--- src/rtl/hazard_scoreboard.sv ---
// Hazard control for the 5-stage pipeline with a long-latency multiply/divide
// unit. Produces stalls, flushes and forwarding selects, tracks in-flight
// long-latency destinations and drives the second register-file write port.
module hazard_scoreboard #(
  parameter int REG_ADDR_W   = 5,
  parameter int MC_LATENCY   = 8,
  parameter bit MC_PIPELINED = 1'b1,
  parameter int CNT_W        = $clog2(MC_LATENCY + 1)
) (
  input  logic                  i_clk,
  input  logic                  i_arst,
  input  logic [REG_ADDR_W-1:0] i_rs1_addr_dec,
  input  logic [REG_ADDR_W-1:0] i_rs2_addr_dec,
  input  logic [REG_ADDR_W-1:0] i_rd_addr_dec,
  input  logic                  i_reg_we_dec,
  input  logic                  i_mc_op_dec,
  input  logic [REG_ADDR_W-1:0] i_rs1_addr_exec,
  input  logic [REG_ADDR_W-1:0] i_rs2_addr_exec,
  input  logic [REG_ADDR_W-1:0] i_rd_addr_exec,
  input  logic                  i_load_instr_exec,
  input  logic                  i_mc_issue_exec,
  input  logic                  i_pc_src_exec,
  input  logic [REG_ADDR_W-1:0] i_rd_addr_mem,
  input  logic [REG_ADDR_W-1:0] i_rd_addr_wb,
  input  logic                  i_reg_we_mem,
  input  logic                  i_reg_we_wb,
  output logic                  o_stall_fetch,
  output logic                  o_stall_dec,
  output logic                  o_flush_dec,
  output logic                  o_flush_exec,
  output logic [1:0]            o_forward_rs1,
  output logic [1:0]            o_forward_rs2,
  output logic                  o_mc_wb_we,
  output logic [REG_ADDR_W-1:0] o_mc_wb_addr,
  output logic                  o_mc_busy,
  output logic [CNT_W-1:0]      o_mc_inflight
);

  typedef struct packed {
    logic                  valid;
    logic [REG_ADDR_W-1:0] rd;
  } sb_entry_t;

  // An issue only creates a scoreboard entry when it targets a real register.
  logic                  issue_valid;
  logic                  mc_wb_we;
  logic [REG_ADDR_W-1:0] mc_wb_addr;
  logic [CNT_W-1:0]      mc_inflight;
  logic                  mc_busy;
  logic                  sb_hit_rs1;
  logic                  sb_hit_rs2;
  logic                  sb_hit_rd;

  assign issue_valid = i_mc_issue_exec && (i_rd_addr_exec != '0);

  if (MC_PIPELINED) begin : g_pipe
    sb_entry_t        sb_q [MC_LATENCY];
    sb_entry_t        sb_d [MC_LATENCY];
    logic [CNT_W-1:0] cnt_q;
    logic [CNT_W-1:0] cnt_d;

    // Shift register: stage 0 takes the issuing op, last stage is completing.
    always_comb begin
      sb_d[0].valid = issue_valid;
      sb_d[0].rd    = issue_valid ? i_rd_addr_exec : '0;
      for (int i = 1; i < MC_LATENCY; i++) begin
        sb_d[i] = sb_q[i-1];
      end
    end

    // In-flight count: up on a new entry, down as the last stage retires.
    always_comb begin
      cnt_d = cnt_q;
      if (issue_valid && !mc_wb_we) begin
        cnt_d = cnt_q + CNT_W'(1);
      end else if (!issue_valid && mc_wb_we) begin
        cnt_d = cnt_q - CNT_W'(1);
      end
    end

    // Scoreboard and count registers; reset drops everything in flight.
    always_ff @(posedge i_clk) begin
      if (i_arst) begin
        for (int i = 0; i < MC_LATENCY; i++) begin
          sb_q[i] <= '0;
        end
        cnt_q <= '0;
      end else begin
        sb_q  <= sb_d;
        cnt_q <= cnt_d;
      end
    end

    // Match decode addresses against every stored entry.
    always_comb begin
      sb_hit_rs1 = 1'b0;
      sb_hit_rs2 = 1'b0;
      sb_hit_rd  = 1'b0;
      for (int i = 0; i < MC_LATENCY; i++) begin
        if (sb_q[i].valid && (sb_q[i].rd == i_rs1_addr_dec)) sb_hit_rs1 = 1'b1;
        if (sb_q[i].valid && (sb_q[i].rd == i_rs2_addr_dec)) sb_hit_rs2 = 1'b1;
        if (sb_q[i].valid && (sb_q[i].rd == i_rd_addr_dec))  sb_hit_rd  = 1'b1;
      end
    end

    assign mc_wb_we    = sb_q[MC_LATENCY-1].valid;
    assign mc_wb_addr  = sb_q[MC_LATENCY-1].rd;
    assign mc_inflight = cnt_q;
  end else begin : g_iter
    sb_entry_t        ent_q;
    sb_entry_t        ent_d;
    logic [CNT_W-1:0] ctr_q;
    logic [CNT_W-1:0] ctr_d;
    logic             done;

    // The op completes in the cycle the down-counter reads one.
    assign done = (ctr_q == CNT_W'(1));

    // Single entry plus down-counter; an issue reloads the full latency.
    always_comb begin
      ent_d = ent_q;
      ctr_d = ctr_q;
      if (i_mc_issue_exec) begin
        ent_d.valid = issue_valid;
        ent_d.rd    = issue_valid ? i_rd_addr_exec : '0;
        ctr_d       = CNT_W'(MC_LATENCY);
      end else begin
        if (done) ent_d = '0;
        if (ctr_q != '0) ctr_d = ctr_q - CNT_W'(1);
      end
    end

    // Entry and counter registers; reset abandons the op in flight.
    always_ff @(posedge i_clk) begin
      if (i_arst) begin
        ent_q <= '0;
        ctr_q <= '0;
      end else begin
        ent_q <= ent_d;
        ctr_q <= ctr_d;
      end
    end

    assign sb_hit_rs1  = ent_q.valid && (ent_q.rd == i_rs1_addr_dec);
    assign sb_hit_rs2  = ent_q.valid && (ent_q.rd == i_rs2_addr_dec);
    assign sb_hit_rd   = ent_q.valid && (ent_q.rd == i_rd_addr_dec);
    assign mc_wb_we    = done && ent_q.valid;
    assign mc_wb_addr  = ent_q.rd;
    assign mc_inflight = {{(CNT_W-1){1'b0}}, (ctr_q != '0)};
  end

  assign mc_busy = (mc_inflight != '0);

  // Memory beats write-back; x0 is never forwarded.
  function automatic logic [1:0] fwd_sel(
    input logic [REG_ADDR_W-1:0] rs,
    input logic                  we_mem,
    input logic [REG_ADDR_W-1:0] rd_mem,
    input logic                  we_wb,
    input logic [REG_ADDR_W-1:0] rd_wb
  );
    logic [1:0] sel;
    sel = 2'b00;
    if ((rs != '0) && we_mem && (rd_mem == rs)) begin
      sel = 2'b10;
    end else if ((rs != '0) && we_wb && (rd_wb == rs)) begin
      sel = 2'b01;
    end
    return sel;
  endfunction

  logic pend_rs1;
  logic pend_rs2;
  logic pend_rd;
  logic ll_stall;
  logic struct_stall;
  logic load_use_stall;
  logic any_stall;

  // Pending set = stored entries plus the op issuing right now.
  assign pend_rs1 = sb_hit_rs1 || (issue_valid && (i_rd_addr_exec == i_rs1_addr_dec));
  assign pend_rs2 = sb_hit_rs2 || (issue_valid && (i_rd_addr_exec == i_rs2_addr_dec));
  assign pend_rd  = sb_hit_rd  || (issue_valid && (i_rd_addr_exec == i_rd_addr_dec));

  assign ll_stall = ((i_rs1_addr_dec != '0) && pend_rs1) ||
                    ((i_rs2_addr_dec != '0) && pend_rs2) ||
                    (i_reg_we_dec && (i_rd_addr_dec != '0) && pend_rd);

  assign struct_stall = (MC_PIPELINED == 1'b0) && i_mc_op_dec &&
                        (mc_busy || i_mc_issue_exec);

  assign load_use_stall = i_load_instr_exec && (i_rd_addr_exec != '0) &&
                          ((i_rd_addr_exec == i_rs1_addr_dec) ||
                           (i_rd_addr_exec == i_rs2_addr_dec));

  assign any_stall = ll_stall || struct_stall || load_use_stall;

  // A taken branch discards the decode instruction, so it overrides stalls.
  always_comb begin
    o_stall_fetch = 1'b0;
    o_stall_dec   = 1'b0;
    o_flush_dec   = 1'b0;
    o_flush_exec  = 1'b0;
    if (i_pc_src_exec) begin
      o_flush_dec  = 1'b1;
      o_flush_exec = 1'b1;
    end else if (any_stall) begin
      o_stall_fetch = 1'b1;
      o_stall_dec   = 1'b1;
      o_flush_exec  = 1'b1;
    end
  end

  assign o_forward_rs1 = fwd_sel(i_rs1_addr_exec, i_reg_we_mem, i_rd_addr_mem,
                                 i_reg_we_wb, i_rd_addr_wb);
  assign o_forward_rs2 = fwd_sel(i_rs2_addr_exec, i_reg_we_mem, i_rd_addr_mem,
                                 i_reg_we_wb, i_rd_addr_wb);
  assign o_mc_wb_we    = mc_wb_we;
  assign o_mc_wb_addr  = mc_wb_addr;
  assign o_mc_busy     = mc_busy;
  assign o_mc_inflight = mc_inflight;

endmodule

--- config.mk ---
export PLATFORM = sky130hd
export DESIGN_NAME = hazard_scoreboard
export DESIGN_NICKNAME = d
export VERILOG_FILES = /design/src/rtl/hazard_scoreboard.sv
export SDC_FILE = /design/constraint.sdc
export NUM_CORES = 1
export LEC_CHECK = 0
export ABC_CLOCK_PERIOD_IN_PS = 2900
export CORE_ASPECT_RATIO = 1.4
export CORE_MARGIN = 2
export CORE_UTILIZATION = 25
export CTS_CLUSTER_DIAMETER = 120
export CTS_CLUSTER_SIZE = 20
export DETAILED_ROUTE_END_ITERATION = 16
export HOLD_SLACK_MARGIN = 0.03
export PLACE_DENSITY_LB_ADDON = 0.12
export SETUP_SLACK_MARGIN = 0.3
export SKIP_CTS_REPAIR_TIMING = 1
export SLEW_MARGIN = 20
export SYNTH_ARGS = -nofsm -noshare
export SYNTH_HDL_FRONTEND = slang
export SYNTH_SLANG_ARGS = --single-unit
--- constraint.sdc ---
create_clock -name i_clk -period 2.9 [get_ports i_clk]
set_clock_uncertainty 0.1 [all_clocks]
set_input_delay 0.725 -clock i_clk [delete_from_list [all_inputs] [get_ports i_clk]]
set_output_delay 0.725 -clock i_clk [all_outputs]
set_load 0.02 [all_outputs]
==> results.py, run 1 <==
metrics = {
    "drt": {
        "drt_wl_total_mm": 13.7,
        "avgRoutedWirePerCell_um": 18.4,
        "firstDrtPassIters": 4,
        "drc": 0,
        "dr.first_iter.drc_count": 99,
        "routed-wl-met2_mm": 7.38,
        "post_drt_via_cell_ratio": 4.45,
        "drtAntennaViolNets": 0,
        "vias": 3317,
        "met3_length_um": 414,
        "m1WireLength_mm": 5.47,
        "top_layer": "met4",
    },
    "job": {
        "cap_violations": 0,
    },
    "clock_tree": {
        "clock-root-buffer": "clkbuf_16",
        "clk_path_buf_depth": 2,
        "cts_tree": "yes",
        "cts-htree-levels": 2,
        "clock-sinks": 52,
        "clock_latency_ps": 300,
        "clkTransAtPathRegs_ps": 70,
        "cts_buffers": 5,
    },
    "sta": {
        "finalCritPeriodShare_pct": 109,
        "min_period_ps": 3160,
        "fin_ws_ps": -265,
        "slew_headroom_pct": 73.9,
        "slew_violations": 0,
        "rsz0062_at_grt": "true",
        "max_freq_mhz": 316,
        "hold_slack_ps": 414,
        "tns_ps": -754,
        "setup_viol": 3,
        "final-hold-violation-count": 0,
        "tightest_slew_ps": 391,
    },
    "synthesis": {
        "syn_area_mm2": 0.00359,
        "muxShareOfSynthArea_pct": 0.279,
        "yosys.area.top_type": "dfxtp_1",
        "synth-xor-area-share_pct": 38.5,
        "ys.flop_type": "dfxtp_1",
        "synth_seq_area_share_pct": 29.0,
        "ys_top_cells_by_area": "dfxtp_1, xor2_1, xnor2_1, nor2b_1, nor4_1",
        "synth_async_sr_flop_share_pct": 0,
        "synth-simple-area-share_pct": 23.3,
        "synth_adder_area_share_pct": 1.60,
        "synth_edf_count": 0,
        "synth_common_cells": "xor2_1, xnor2_1, dfxtp_1, nor2b_1, nor4_1",
        "synth.most_common_cell": "xor2_1",
        "netlist_instances": 394,
        "synth-seq-cells": 52,
        "synth_cell_types": 35,
        "yosysWarnings": 0,
        "yosysTopAreaCellShare_pct": 29.0,
        "syn_area_per_cell_um2": 9.12,
        "mappedNetlistNets": 447,
        "synth_compound_area_share_pct": 2.19,
        "synth_top_family_by_area": "XOR/XNOR gates",
    },
    "setup_path": {
        "endpoint_kind": "output port",
        "crit_type": "primary input to output port",
        "r2r_end": "o_mc_inflight[3]",
        "cpPeakStageDelay_ps": 240,
        "crit_family": "simple AND/OR/NAND/NOR gates",
        "crit_buf_inv": 3,
        "crit_fanout": 5,
        "r2r_slack_ps": 850,
        "arrival_ps": 2340,
        "ff2ff_path_depth": 9,
        "crit_path_start_kind": "primary input",
        "slowest_stage": "nor4_1",
        "reg2reg_from": "o_mc_wb_we",
        "path_cells": "buf_4, buf_12, xor2_1, nor4_1, nand3_1, and4_4, a31oi_4, nor4b_4, nor2_2, buf_6",
        "worstPathRequired_ps": 2080,
    },
    "placement": {
        "dpl_worst_slack_ps": -1160,
        "hpwlAfterDp_mm": 8.91,
        "gp_congestion": 0.795,
        "port_buffers": 66,
    },
    "pwr": {
        "p_leak_nw": 2.68,
        "irDropWorstVdd_mv": 0.196,
        "fin_total_pwr_w": 0.00207,
        "cellPowerDensity_mw_per_mm2": 334,
    },
    "die": {
        "die_area_mm2": 0.0154,
        "io_pins": 68,
        "die_w_um": 105,
        "core-area_mm2": 0.0140,
        "initial_core_util_pct": 25.7,
        "die_h_um": 146,
        "rows": 51,
    },
    "global_route": {
        "grt_pass1_vias": 3359,
        "overflow": 0,
        "track_usage_pct": 15.9,
        "antenna_found_initial": 0,
        "grt_max_degree": 37,
        "grt_pass1_wl_mm": 19.0,
    },
    "worst_hold_path": {
        "hold_start": "g_pipe.sb_d[23]",
        "hold_end": "g_pipe.sb_d[17]",
        "hold_class": "register to register",
        "hold_depth": 1,
    },
    "final_layout": {
        "drive_above_1_share_pct": 37.9,
        "fill_cells": 1369,
        "syn_to_final_growth_pct": 72.5,
        "antenna_cells": 0,
        "final_nets": 612,
    },
    "run_status": {
        "status": "finished with violations",
        "violations": "negative setup slack",
    },
}
[cell families (layout without fill, tap and decap cells)]
| group | Yosys count | in the layout |
|---|---|---|
| compound gates | 13 | 13 |
| xor+xnor | 158 | 158 |
| fa+ha+maj | 4 | 4 |
| buf+inv | 24 | 190 |
| flops | 52 | 52 |
| mux | 1 | 1 |
| simple gates | 142 | 142 |
[routing by layer]
metal / global-route usage [%] / vias to the layer above
met2: 29.4 / 60
met1: 19.0 / 1618
met3: 2.19 / 22
met4: 4.13 / 0
li1: - / 1617
met5: 0 / -
[worst max path at each step]
stage / start / to / cells past startpoint
finish: i_rd_addr_dec[4] / o_stall_fetch / 10
global route: i_rs2_addr_dec[2] / o_flush_exec / 11
CTS: i_rd_addr_dec[2] / o_stall_fetch / 10
detailed placement: i_rd_addr_dec[2] / o_stall_fetch / 10
global placement: i_rd_addr_dec[2] / o_stall_fetch / 10
floorplan: i_rd_addr_dec[1] / o_stall_fetch / 9
[metrics by stage]
step / util, % / std cells / cell area, um^2
after global routing: 44.4 / 745 / 6200
after floorplan: - / 394 / 3690
after global placement: 37.1 / 702 / 5180
after detailed placement: 37.1 / 702 / 5180
final: 44.4 / 745 / 6200
after CTS: 38.2 / 710 / 5340
[where the power goes]
part | switching, W | internal [W]
Clock | 0.000278 | 0.000407
Combinational | 0.000278 | 0.000350
Sequential | 0.0000259 | 0.000731
[layout make-up]
class	instances	area, um^2	share of cell area [%]
Multi-Input combinational cell	318	2790	45.0
Clock buffer	6	129	2.08
Sequential cell	52	1040	16.8
Tap cell	185	231	3.73
Inverter	2	10.0	0.161
Timing Repair Buffer	180	1960	31.7
Clock inverter	2	35.0	0.565
[cells in the final DEF (no fill, tap or decap), drive strengths merged, types with 5 or more instances in the layout]
cell type        n
nor2            11
dfxtp           52
nand3           22
clkbuf          26
nor3             5
nor4            24
xor2            92
xnor2           66
or4              5
clkdlybuf4s50   20
nor2b           43
nand2            8
dlymetal6s2s    14
nand4           11
buf            126
and2             7
[sequential cells by signal, summed over array words and instances (netlist names)]
register,flops
o_mc_wb_addr,5
g_pipe.sb_d,42
o_mc_wb_we,1
o_mc_inflight,4
Note: power is estimated with default switching activity, not from simulation.
==> run 2, diff against run 1 <==
--- a/config.mk
+++ b/config.mk
@@ -5,8 +5,9 @@
 export SDC_FILE = /design/constraint.sdc
 export NUM_CORES = 1
 export LEC_CHECK = 0
+export ABC_AREA = 1
 export ABC_CLOCK_PERIOD_IN_PS = 2900
-export CORE_ASPECT_RATIO = 1.4
+export CORE_ASPECT_RATIO = 0.9
 export CORE_MARGIN = 2
 export CORE_UTILIZATION = 25
 export CTS_CLUSTER_DIAMETER = 120
==> run 2 against run 1 <==
  * The run still ends with negative setup slack left
  * Utilization is 7.2 points lower
  * Clock power is 29% higher
  * Die area is 13% higher
  * Largest cell class unchanged
  * Highest routed layer unchanged
  * Critical path depth is 5 higher
  * Register-to-register slack better by 100 ps
  * Sequential share of layout area is 0.64 points higher
  * Total power is 7.0% higher
==> results.py, run 2 <==
metrics = {
    "die": {
        "die_h_um": 125,
        "die_w_um": 139,
        "initial_core_util_pct": 25.5,
        "die_area_mm2": 0.0174,
        "rows": 44,
        "core-area_mm2": 0.0161,
        "io_pins": 68,
    },
    "final_layout": {
        "final_cell_mix": "nand2_1, nor2_1, inv_1, buf_4, dfxtp_1",
        "final_nets": 932,
        "finish.instance_area_mm2": 0.00597,
        "fill_cells": 1754,
        "fin_util_pct": 37.1,
        "syn_to_final_growth_pct": 45.8,
        "finalNonFillerCells": 1087,
        "drive_above_1_share_pct": 20.2,
        "final_common_cell": "nand2_1",
        "antenna_cells": 0,
        "largest_reg_flops": 42,
    },
    "run_status": {
        "violations": "negative setup slack",
        "status": "finished with violations",
    },
    "placement": {
        "gp_congestion": 0.971,
        "port_buffers": 66,
        "place_area_mm2": 0.00539,
        "hpwlAfterDp_mm": 13.3,
        "post-place-cells": 1062,
    },
    "drt": {
        "dr.first_iter.drc_count": 564,
        "vias": 5087,
        "drc": 0,
        "drt_wl_total_mm": 18.5,
        "avgRoutedWirePerCell_um": 17.0,
        "drtAntennaViolNets": 0,
        "post_drt_via_cell_ratio": 4.68,
        "firstDrtPassIters": 6,
    },
    "synthesis": {
        "synth_edf_count": 0,
        "ys.flop_type": "dfxtp_1",
        "yosys.area.top_type": "dfxtp_1",
        "synth_common_cells": "nand2_1, nor2_1, inv_1, dfxtp_1, o21ai_0",
        "synth_async_sr_flop_share_pct": 0,
        "syn_area_per_cell_um2": 5.45,
        "netlist_instances": 751,
        "yosysTopAreaCellShare_pct": 25.4,
        "syn_area_mm2": 0.00410,
        "yosysWarnings": 0,
        "mappedNetlistNets": 804,
        "synth.most_common_cell": "nand2_1",
        "synth-seq-cells": 52,
        "synth_cell_types": 28,
        "ys_top_cells_by_area": "dfxtp_1, nand2_1, nor2_1, inv_1, o21ai_0",
        "synth_seq_area_share_pct": 25.4,
    },
    "setup_path": {
        "arrival_ps": 2240,
        "crit_top_cell": "nand2_1",
        "crit_fanout": 8,
        "crit_path_start_kind": "primary input",
        "worstPathRequired_ps": 2080,
        "crit_type": "primary input to output port",
        "path_cells": "buf_4, clkinvlp_4, buf_6, nand2_1, nand2_1, nor2_2, nand3_2, nand2_1, nor2_1, nand3_1, nand2_1, nand2_2, nor2_4, nor2_4, buf_6",
        "endpoint_kind": "output port",
        "slowest_stage": "clkinvlp_4",
        "cpPeakStageDelay_ps": 240,
    },
    "pwr": {
        "internal-power_w": 0.00156,
        "irDropWorstVdd_mv": 0.200,
        "power_frac_seq_pct": 33.8,
        "pwr-share-clk_pct": 40.0,
        "comb_power_share_pct": 26.2,
        "cellPowerDensity_mw_per_mm2": 371,
        "switching_share_pct": 29.5,
        "power_switching_w": 0.000653,
        "p_leak_nw": 3.05,
    },
    "global_route": {
        "grt_max_degree": 19,
        "track_usage_pct": 20.4,
        "antenna_found_initial": 0,
        "grt_pass1_wl_mm": 27.2,
        "grt_pass1_vias": 4662,
        "overflow": 0,
    },
    "clock_tree": {
        "clkTransAtPathRegs_ps": 70,
        "clock_latency_ps": 310,
        "clock-sinks": 52,
        "cts_tree": "yes",
        "clock-root-buffer": "clkbuf_16",
        "clk_path_buf_depth": 2,
        "cts-htree-levels": 2,
        "cts_buffers": 5,
    },
    "sta": {
        "tightest_slew_ps": 522,
        "slew_violations": 0,
        "min_period_ps": 3060,
        "finalCritPeriodShare_pct": 106,
        "slew_headroom_pct": 65.1,
        "tns_ps": -481,
        "rsz0062_at_grt": "true",
        "max_freq_mhz": 327,
        "setup_viol": 3,
        "fin_ws_ps": -162,
        "final-hold-violation-count": 0,
    },
    "worst_hold_path": {
        "hold_class": "register to register",
    },
    "job": {
        "cap_violations": 0,
    },
}
==> run 2: cell count changes after synthesis, moves of 43 or more <==
cell     previous run  this run
nor2b_1            43         0
inv_1               2        86
nand2_1             8       274
xor2_1             92        20
nor2_1             10       159
xnor2_1            66         8
==> run 2: final cells by class <==
type	instances	area, um^2	area share (%)
Multi-Input combinational cell	583	2730	45.7
Timing Repair Buffer	145	1350	22.6
Sequential cell	52	1040	17.4
Inverter	92	382	6.39
Tap cell	207	259	4.34
Clock buffer	5	125	2.10
Clock inverter	3	90.1	1.51
==> run 2: cell families (layout without fill, tap and decap cells) <==
| family | count (synthesis) | count (layout) | share of synthesized area (%) |
|---|---|---|---|
| AOI/OAI and AO/OA | 64 | 64 | 8.28 |
| xor gates and xnor gates | 28 | 28 | 5.99 |
| adders and majority gates | 4 | 4 | 1.41 |
| buffers and inverters | 116 | 245 | 12.1 |
| DFF | 52 | 52 | 25.4 |
| and+or+nand+nor | 487 | 487 | 46.9 |
==> run 2: path summary, 6_finish.rpt <==
check | startpoint | slack [ps] | end | cells past startpoint
worst max-delay path | i_rd_addr_dec[2] | -160 | o_stall_dec | 15
worst min-delay path | g_pipe.sb_d[5] | 370 | o_mc_wb_we | 2
worst min register to register | g_pipe.sb_d[5] | 370 | o_mc_wb_we | 2
worst max register to register | o_mc_wb_we | 950 | o_mc_inflight[3] | 13
==> run 2: critical path: cells and delay by family <==
family        cells  cell delay [ps]
simple gates     11              840
buf+inv           4              670
==> run 2: through the flow <==
| step | hold WS [ps] | total power (W) | setup slack (ps) |
|---|---|---|---|
| finish | 366 | 0.00222 | -162 |
| global route | 388 | 0.00232 | -254 |
| CTS | 368 | 0.00218 | -958 |
| detailed placement | 358 | 0.00129 | -951 |
| global placement | 359 | 0.00129 | -986 |
| floorplan | 322 | 0.00102 | 154 |
==> run 2: power by group through the flow <==
stage          sequential (W)  clock [W]  combinational [W]
2_1_floorplan        0.000768          0           0.000251
3_3_place_gp         0.000766          0           0.000523
3_5_place_dp         0.000766          0           0.000519
4_1_cts              0.000749   0.000910           0.000522
5_1_grt              0.000753   0.000934           0.000630
6_report             0.000750   0.000886           0.000580
==> run 2: per-layer routing <==
metal / wire (um) / global-route usage (%) / vias to the layer above / part of all wire (%)
li1: - / - / 2541 / -
met1: 9080 / 29.7 / 2324 / 49
met2: 7670 / 30.1 / 189 / 42
met3: 1220 / 3.60 / 33 / 6.6
met4: 490 / 7.49 / 0 / 2.7
met5: 0 / 0 / - / 0
==> edit: new RTL, settings of run 1 <==
Change the parameter `MC_LATENCY` from 8 to 16.
--- a/src/rtl/hazard_scoreboard.sv
+++ b/src/rtl/hazard_scoreboard.sv
@@ -3,7 +3,7 @@
 // long-latency destinations and drives the second register-file write port.
 module hazard_scoreboard #(
   parameter int REG_ADDR_W   = 5,
-  parameter int MC_LATENCY   = 8,
+  parameter int MC_LATENCY   = 16,
   parameter bit MC_PIPELINED = 1'b1,
   parameter int CNT_W        = $clog2(MC_LATENCY + 1)
 ) (
Interface: changed (resized o_mc_inflight); port bits go from 68 to 69. No check against the original RTL was run, so the function may have changed too.
==> edit against run 1 <==
The run still ends with setup timing left. Sequential cell count is 49 higher. Synthesized area is 81% higher. Setup slack worse by 0.39 ns. Design area is 63% higher. Combinational power is 45% higher. Final cell count is 72% higher. Fmax is 11% lower. Power is 74% higher. Core utilization is 4.9 points lower. Non-clock buffer count is 116 higher. Routed wire length is 96% higher. Largest power group unchanged. Highest routed layer unchanged.
==> edit: results (changes against run 1) <==
- Global-route wire length before repair: 34800 microns (+84%)
- Failing checks: setup timing
- Max IR drop VDD: 262 uV (+34%)
- Routability cong.: 0.859 (+8.0%)
- Number of global-route vias before repair: 5847 (+74%)
- Met3 GRT Util: 0.0228 (+0.000862)
- Finished Layout Cells: 1282 (+72%)
- Vias per cell: 4.62 (+3.7%)
- Dpl ws: -1.52 ns (-0.355 ns)
- Switch Pwr: 1.05 mW (+80%)
- Met1 Use GR: 0.186 (-0.00453)
- WL/cell: 21.0 microns (+14%)
- Post-route worst setup slack: -0.658 ns (-0.393 ns)
- Final setup violating endpoints: 3 (unchanged)
- Sw Share: 0.291 (+0.0101)
- Worst-Margin Slew: 0.483 ns (+0.0923 ns)
- Synth cell count leaders: xor2_1, dfxtp_1, nor2b_1, xnor2_1, nor4_1
- Leak: 4.67 nW (+75%)
- Layout cells sized above 1: 0.337 (-0.0411)
- Dominant cells by area after synthesis: dfxtp_1, xor2_1, xnor2_1
- FILL cells: 2524 (+84%)
- Met2 wire length: 14000 microns (+89%)
- H-tree levels: 3 (+1)
- Clk Latency, worst-skew pair: 0.37 ns (+0.07 ns)
- Nets: 1012 (+65%)
- Port Buffers: 67 (+1.5%)
- Max FFs per register: 90 (+110%)
- DRT iter0 DRCs: 431 (+340%)
- Met1 Routed Length: 10400 microns (+89%)
- Routed wl met3: 1110 microns (+170%)
- Outcome: complete, but fails checks
- Hpwl dp: 16600 microns (+87%)
[edit: kinds of logic (layout without fill, tap and decap cells)]
family,Yosys count,count (layout),synth area share
buffers and inverters,46,315,0.0645
XOR/XNOR,279,279,0.375
flip-flops,101,101,0.310
adder cells (fa/ha/maj),5,5,0.0107
AND/OR/NAND/NOR,248,248,0.224
multiplexers,1,1,0.00153
AO/OA/AOI/OAI,14,14,0.0150
[edit: path summary, 6_finish.rpt]
path	slack, ns	end
setup reg to reg	0.62	o_mc_inflight[4]
hold reg to reg	0.42	g_pipe.sb_d[17]
setup / recovery	-0.66	o_flush_exec
hold / removal	0.42	g_pipe.sb_d[17]
[edit: final cells by class]
type                            count  area [sq um]  share of cell area
Clock buffer                        9           225              0.0223
Clock inverter                      7          73.8             0.00732
Inverter                            3          18.8             0.00186
Multi-Input combinational cell    547          4420               0.438
Sequential cell                   101          2020               0.200
Tap cell                          319           399              0.0396
Timing Repair Buffer              296          2930               0.290
[edit: metrics by stage]
step | util | hold slack (ns)
2_1_floorplan | - | 0.370
5_1_grt | 0.395 | 0.430
3_3_place_gp | 0.341 | 0.391
4_1_cts | 0.353 | 0.418
3_5_place_dp | 0.341 | 0.397
6_report | 0.395 | 0.416
[edit: critical path, stage by stage]
cell       delay [ns]
clkbuf_4         0.17
clkbuf_16        0.19
buf_4            0.13
xnor2_1          0.11
nand3_1          0.13
nand4_1          0.18
or4_4            0.58
o22ai_4          0.22
nand4b_1         0.14
buf_6            0.15
[edit: power groups by stage]
stage	clock network (mW)	logic (mW)	registers, mW
global placement	0	0.713	1.47
CTS	1.29	0.726	1.44
detailed placement	0	0.721	1.47
floorplan	0	0.425	1.47
global route	1.34	0.964	1.44
finish	1.26	0.909	1.44
